## src/rtl/y_demux_reg_pkg.sv

```systemverilog
`default_nettype none
// ============================================================================
// Module      : y_pkg
// Description : Shared defaults, slot-state encoding and clog2 helper for the
//               registered demultiplexer.
// Revision    : 1.0 - initial release
// ============================================================================
package y_pkg;

    localparam int Y_SIZE_DEF = 32;
    localparam int Y_NOUT_DEF = 4;

    localparam logic [0:0] Y_EMPTY = 1'b0;
    localparam logic [0:0] Y_FULL  = 1'b1;

    function automatic int clog2(input int n);
        int r;
        r = 0;
        for (int i = 0; i < 31; i++) begin
            if ((1 << i) < n) r = i + 1;
        end
        return r;
    endfunction

endpackage
`default_nettype wire

```

## src/rtl/y_demux_reg_slot.sv

```systemverilog
`default_nettype none
// ============================================================================
// Module      : y_demux_slot
// Description : One-entry holding register with valid flag for one channel.
// Revision    : 1.0 - initial release
// ============================================================================
module y_demux_slot
    import y_pkg::*;
#(
    parameter int SIZE = Y_SIZE_DEF
) (
    input  logic            clk,
    input  logic            rst_n,
    input  logic            wr,
    input  logic [SIZE-1:0] wdata,
    input  logic            rd,
    output logic            valid,
    output logic [SIZE-1:0] data
);

    logic [0:0]      r_state;
    logic [SIZE-1:0] r_data;

    // A write wins over a read: the old word is delivered on the same edge.
    always_ff @(posedge clk or negedge rst_n) begin
        if (!rst_n) begin
            r_state <= Y_EMPTY;
            r_data  <= '0;
        end else if (wr) begin
            r_state <= Y_FULL;
            r_data  <= wdata;
        end else if (rd) begin
            r_state <= Y_EMPTY;
        end
    end

    assign valid = (r_state == Y_FULL);
    assign data  = r_data;

endmodule
`default_nettype wire

```

## src/rtl/y_demux_reg.sv

```systemverilog
`default_nettype none
// ============================================================================
// Module      : y_demux_reg
// Description : Registered 1:NOUT demultiplexer with per-channel valid/ready.
// Revision    : 1.0 - initial release
// ============================================================================
module y_demux_reg
    import y_pkg::*;
#(
    parameter int SIZE = Y_SIZE_DEF,
    parameter int NOUT = Y_NOUT_DEF,
    parameter int SELW = clog2(NOUT)
) (
    input  logic                 clk,
    input  logic                 rst_n,
    input  logic                 in_valid,
    output logic                 in_ready,
    input  logic [SELW-1:0]      in_sel,
    input  logic [SIZE-1:0]      in_data,
    output logic [NOUT-1:0]      out_valid,
    input  logic [NOUT-1:0]      out_ready,
    output logic [NOUT*SIZE-1:0] out_data,
    output logic                 err_sel
);

    localparam int c_selSpan = 1 << SELW;

    logic [c_selSpan-1:0] w_readyPad;
    logic [c_selSpan-1:0] w_illHit;
    logic [NOUT-1:0]      w_wr;
    logic                 w_illegal;
    logic                 r_errSel;

    // Select codes past NOUT always read ready so an illegal word is dropped.
    genvar k;
    generate
        for (k = 0; k < c_selSpan; k++) begin : g_decode
            localparam logic [SELW-1:0] c_idx = SELW'(k);
            if (k < NOUT) begin : g_legal
                assign w_readyPad[k] = ~out_valid[k] | out_ready[k];
                assign w_illHit[k]   = 1'b0;
                assign w_wr[k]       = in_valid & (in_sel == c_idx) & w_readyPad[k];
            end else begin : g_illegal
                assign w_readyPad[k] = 1'b1;
                assign w_illHit[k]   = (in_sel == c_idx);
            end
        end

        for (k = 0; k < NOUT; k++) begin : g_slot
            y_demux_slot #(
                .SIZE(SIZE)
            ) slot (
                .clk  (clk),
                .rst_n(rst_n),
                .wr   (w_wr[k]),
                .wdata(in_data),
                .rd   (out_ready[k]),
                .valid(out_valid[k]),
                .data (out_data[k*SIZE +: SIZE])
            );
        end
    endgenerate

    assign w_illegal = |w_illHit;
    assign in_ready  = w_readyPad[in_sel];

    always_ff @(posedge clk or negedge rst_n) begin
        if (!rst_n) begin
            r_errSel <= 1'b0;
        end else if (in_valid & w_illegal) begin
            r_errSel <= 1'b1;
        end
    end

    assign err_sel = r_errSel;

endmodule
`default_nettype wire
```

## config.mk

```make
export PLATFORM = sky130hd
export DESIGN_NAME = y_demux_reg
export DESIGN_NICKNAME = d
export VERILOG_FILES = /design/src/rtl/y_demux_reg_pkg.sv /design/src/rtl/y_demux_reg_slot.sv /design/src/rtl/y_demux_reg.sv
export SDC_FILE = /design/constraint.sdc
export NUM_CORES = 1
export LEC_CHECK = 0
export CORE_ASPECT_RATIO = 0.6
export CORE_UTILIZATION = 25
export DETAILED_ROUTE_END_ITERATION = 7
export MAX_ROUTING_LAYER = met4
export SYNTH_ARGS = -nofsm -noshare
export SYNTH_HDL_FRONTEND = slang
export SYNTH_HIERARCHICAL = 1
export SYNTH_SLANG_ARGS = --single-unit
```

## constraint.sdc

```tcl
create_clock -name clk -period 1.9 [get_ports clk]
set_input_delay 0.38 -clock clk [delete_from_list [all_inputs] [get_ports clk]]
set_output_delay 0.38 -clock clk [all_outputs]
set_load 0.01 [all_outputs]
```

# After elaboration in Yosys (flattened, before gate mapping)
# Index checks and enable logic that the tools add are counted.
# Widths: inputs -> output; s select.
[word_totals] out_inout_bits=134 wordCells=43 romBits=0 latchBits=0 mem_count=0 input_bits=41 register_bits=132 mem_bits_rw=0
[op_classes] n_addsub=0 div_mod_pow=0 n_lt_le_gt_ge=1 shift=0 mux=10 mul=0 reduce_logical=5 n_eq_ne=3 bitwise_logic=16
[ops] operator="$mux 1" n=9
[ops] operator="$and 1x1->1" n=8
[ops] operator="$reduce_bool 2->1" n=4
[ops] operator="$eq 2x2->1 const B" n=2
[ops] operator="$not 1->1" n=4
[ops] operator="$or 1x1->1" n=4
[ops] operator="$lt 2x3->1 const B" n=1
[ops] operator="$bmux 1 s2" n=1
[ops] operator="$eq 2x1->1 const B" n=1
[ops] operator="$logic_not 2->1" n=1

# Logic depth before layout (Yosys ltp)
# Gate-level depths: netlist (run 1).
[depth] word_depth=4 mapped_depth=5 mapped_depth_nobuf=3

# Modules after synthesis
# The synthesis (run 1) kept the hierarchy.
[modules_own_cells] module="y_demux_slot" area_each_um2=1377.6 cells_each=71 instances=4 seq_area_each_um2=825.8
[modules_own_cells] module="y_demux_reg" area_each_um2=112.6 cells_each=11 instances=1 seq_area_each_um2=0.0

# Least setup slack after synthesis (run 1)
# No wires, ideal clock.
[synth_timing] path_kind="register -> register" startpoint="register g_slot[0].slot.r_state" endpoint="register g_slot[0].slot.r_data[0]" t_arrival_ns=1.364 setup_slack_ns=0.411 t_required_ns=1.775 stages_incl_launch_ff=6 synth_period_minus_slack_ns=1.489 path_buffers=2 path_cell_list="dfrtp_1 > nand2b_1 > nor4bb_1 > buf_6 > buf_12 > mux2_4"
[synth_between] elab_chain_cells=3
[synth_rtl] element="start: declaration" line_no="y_demux_reg_slot.sv:21" rtl="logic [0:0] r_state;"
[synth_rtl] element="start signal: assignment" line_no="y_demux_reg_slot.sv:27" rtl="r_state <= Y_EMPTY;"
[synth_rtl] element="start signal: assignment" line_no="y_demux_reg_slot.sv:30" rtl="r_state <= Y_FULL;"
[synth_rtl] element="start signal: assignment" line_no="y_demux_reg_slot.sv:33" rtl="r_state <= Y_EMPTY;"
[synth_rtl] element="$not 1->1" line_no="y_demux_reg.sv:40" rtl="assign w_readyPad[k] = ~out_valid[k] | out_ready[k];"
[synth_rtl] element="$or 1x1->1" line_no="y_demux_reg.sv:40"
[synth_rtl] element="$and 1x1->1" line_no="y_demux_reg.sv:42" rtl="assign w_wr[k] = in_valid & (in_sel == c_idx) & w_readyPad[k];"
[synth_rtl] element="via w_wr[0]" line_no="y_demux_reg.sv:30" rtl="logic [NOUT-1:0] w_wr;"
[synth_rtl] element="end signal: assignment" line_no="y_demux_reg_slot.sv:31" rtl="r_data <= wdata;"
[synth_rtl] element="end: declaration" line_no="y_demux_reg_slot.sv:22" rtl="logic [SIZE-1:0] r_data;"
# The timed path passes the listed nets, and every way through them passes these cells.
# A chain may end at the register's enable or synchronous reset.

# Worst setup path in the final report (run 1)
[layout_timing] startpoint="input port in_sel[0]" endpoint="output port in_ready"
[layout_between] elab_chain_cells=2
[layout_rtl] element="start: declaration" line_no="y_demux_reg.sv:18" rtl="input logic [SELW-1:0] in_sel,"
[layout_rtl] element="$bmux 1 s2" line_no="y_demux_reg.sv:65" rtl="assign in_ready = w_readyPad[in_sel];"
[layout_rtl] element="$mux 1 (not written as such)" line_no="y_demux_reg.sv:65"
[layout_rtl] element="end: declaration" line_no="y_demux_reg.sv:17" rtl="output logic in_ready,"
# No other way between the ends. The select of a mux whose other input is x is not followed.

==> qor.txt, run 1 <==
Status -> complete, but fails checks
Failing checks -> negative setup slack
Top cell type's share of synthesized area -> 58.74%
Die height -> 118.2 µm
Synthesized area -> 5623 µm²
Synth warn -> 6
Sequential share of power -> 38.7%
Synthesized Nets -> 336
HP Class -> in -> reg
First DRT Iteration DRCs -> 75
Clock Sinks -> 132
CTS root buf -> clkbuf_16
Multi-input combinational cell area -> 2046 µm²
Count of pins over their slew limit -> 0
Post-layout util -> 37.63%
Simple-Gate Fraction of Synth Area -> 1.402%
Detailed Place HPWL -> 9410 µm
Worst Slack Setup Final -> -0.02256 ns
Reg clk slew, reported paths -> 0.06 ns
Yosys reg bits -> 132
MaxCap Viol Count -> 0
Pwr/cell area -> 1170 nW/µm²
Layout area overhead -> 47.71%
M1 wire length -> 6682 µm
Int Power -> 7.234 mW
First-pass GRT wire length -> 21,960 µm
Compound-gate portion of the synthesized area -> 0.5340%
Tmin final -> 1.923 ns
Most frequent cells after synthesis -> dfrtp_1, mux2_4, buf_12, mux2_2
Sequential Area -> 3304 µm²
Fin area -> 8305 µm²
Finish-stage setup viols -> 1
Final RePlAce weighted congestion -> 0.7724
DRT antenna net count -> 0
Routed vias/inst -> 4.065
Top-count cell post-synth -> dfrtp_1
EDFF count, synth -> 0
Number of global-route vias before repair -> 3,612
Peak VDD IR -> 0.5842 mV
Fin cells -> 789
Clock Latency Late Sink -> 0.42 ns
Tot Pwr -> 9.719 mW
Site row count -> 42
DR WL/cell -> 17.63 µm
Xor-xnor portion of the synthesized cell area -> 0%
WP data arrival -> 1.54 ns
CP endpoint kind -> primary output
Share of layout cells above drive strength 1 -> 37.40%
Longest Clk Path Bufs -> 2
Top layer in use -> met4
Max Freq -> 520.1 MHz
Register area share after synthesis -> 58.74%
P_sw -> 2.485 mW
Die Wd -> 195.6 µm
Hold Worst Slack -> 0.3897 ns
DRC -> 0
Post-Syn Area per Cell -> 19.06 µm²
Fillers -> 2,055
Worst-path maximum fanout -> 2
Critical Path Source Type -> input port
Largest family of logic cells by synthesized area -> multiplexers
Switching share of power -> 25.57%
Cell taking the most area after synthesis -> dfrtp_1
Core region area -> 22,070 µm²
H-tree depth -> 4
Area after DPL -> 7692 µm²
Routed via count -> 3,207
Top Ports -> 175
Initial antenna violation count -> 3
I/O Buffers -> 173
WL met2 -> 6181 µm
Gate count after technology mapping -> 295
Unrepaired setup endpoints after global routing -> true
Routed WL -> 13,910 µm
Dominant cells by area after synthesis -> dfrtp_1, mux2_4, buf_12
Leakage Power -> 3.639 nW
Fin crit share -> 101.2%
Post-synth ARST share -> 100.0%
Adder-Cell Fraction of Synth Area -> 0%
Worst Setup Path Type -> in -> out
Part of the power in the clock network -> 33.2%
Comb pwr share -> 28.0%
CP required -> 1.52 ns
Global route total overflow -> 0
Setup TNS Final -> -0.02256 ns
Die ar. -> 23,110 µm²
Overall routing resource usage -> 13.18%
TritonCTS Buffers -> 17
Final clock skew -> 0.007498 ns
Placed cell count -> 754
Detail Route met3 WL -> 938 µm
NumNets Final -> 530
Largest net degree at the start of global routing -> 44
CTS tree -> done
Initial DRT Pass Iterations -> 4
Post-synth cell types -> 15
Multiplexer share of the synthesized area -> 33.78%
Final Hold Vio Count -> 0
Initial core utilization -> 25.48%
Most used flip-flop cell after synthesis -> dfrtp_1
DP Worst Slack -> -0.4358 ns
[power by group through the flow]
stage	Combinational, mW	Sequential (mW)	Clock, mW
3_3_place_gp	2.70	3.79	0
4_1_cts	2.75	3.77	3.34
3_5_place_dp	2.73	3.79	0
6_report	2.72	3.77	3.23
5_1_grt	2.87	3.84	3.49
2_1_floorplan	0.938	4.02	0
[final cells by class]
cell class | instances | share of cell area (%)
Tap cell | 286 | 4.309
Inverter | 4 | 0.1808
Antenna cell | 3 | 0.09039
Clock inverter | 9 | 1.265
Multi-Input combinational cell | 142 | 24.63
Timing Repair Buffer | 192 | 24.07
Clock buffer | 21 | 5.664
Sequential cell | 132 | 39.79
[placed cells by master, fill, tap and decap left out, types with 3 or more instances in the layout]
cell and count:
clkinvlp_4 4, dlygate4sd2_1 4, mux2_2 12, buf_12 10, clkinv_2 3, nand2b_4 4
inv_1 4, clkdlybuf4s50_1 167, clkbuf_8 3, mux2_4 116, a21o_1 4, dfrtp_1 131
diode_2 3, buf_4 8, clkbuf_16 17
[path summary, 6_finish.rpt]
check / endpoint / depth (start not counted) / slack [ns] / from
worst max-delay path: in_ready / 3 / -0.02 / in_sel[0]
worst min-delay path: g_slot[3].slot/valid$_DFFE_PN0P_ / 3 / 0.39 / out_ready[3]
worst max register to register: g_slot[0].slot/data[31]$_DFFE_PN0P_ / 5 / 0.26 / g_slot[0].slot/valid$_DFFE_PN0P_
worst min register to register: g_slot[2].slot/data[29]$_DFFE_PN0P_ / 1 / 0.51 / g_slot[2].slot/data[29]$_DFFE_PN0P_
max in group asynchronous: g_slot[1].slot/valid$_DFFE_PN0P_ / 3 / 0.85 / rst_n
min in group asynchronous: g_slot[2].slot/data[13]$_DFFE_PN0P_ / 2 / 0.45 / rst_n
[routing by layer]
metal	vias up	track usage (%)
met5	-	-
met4	0	3.445
met3	7	5.479
met2	110	18.62
met1	1669	17.28
li1	1421	-
[sequential cells by signal (all words and copies together) (netlist names)]
signal	count
g_slot.slot/valid	4
g_slot.slot/data	128
[worst max-delay path, cell delays in order]
cell and delay, ns:
clkdlybuf4s50_1 0.50, mux4_2 0.52, buf_6 0.14
[cell families (layout without fill, tap and decap cells)]
family,Yosys count,after routing
flops,132,132
mux,129,129
buf+inv,21,226
simple gates,8,8
compound gates,4,4
other cells,1,4
[what timing repair did]
item | in CTS | in global routing
cloned | 0 | 0
endpoints found under the hold margin | 40 | 0
setup buffers | 0 | 1
endpoints found under the setup margin | 1 | 3
hold buffers | 1 | 0
gates resized for setup | 12 | 1
(Power assumes the default switching activity.)
==> inputs of run 2 (changes only) <==
- HOLD_SLACK_MARGIN: unset -> 0.02
==> results of run 2 <==
No change in the layout: final DEF, timing and power equal those of run 1.
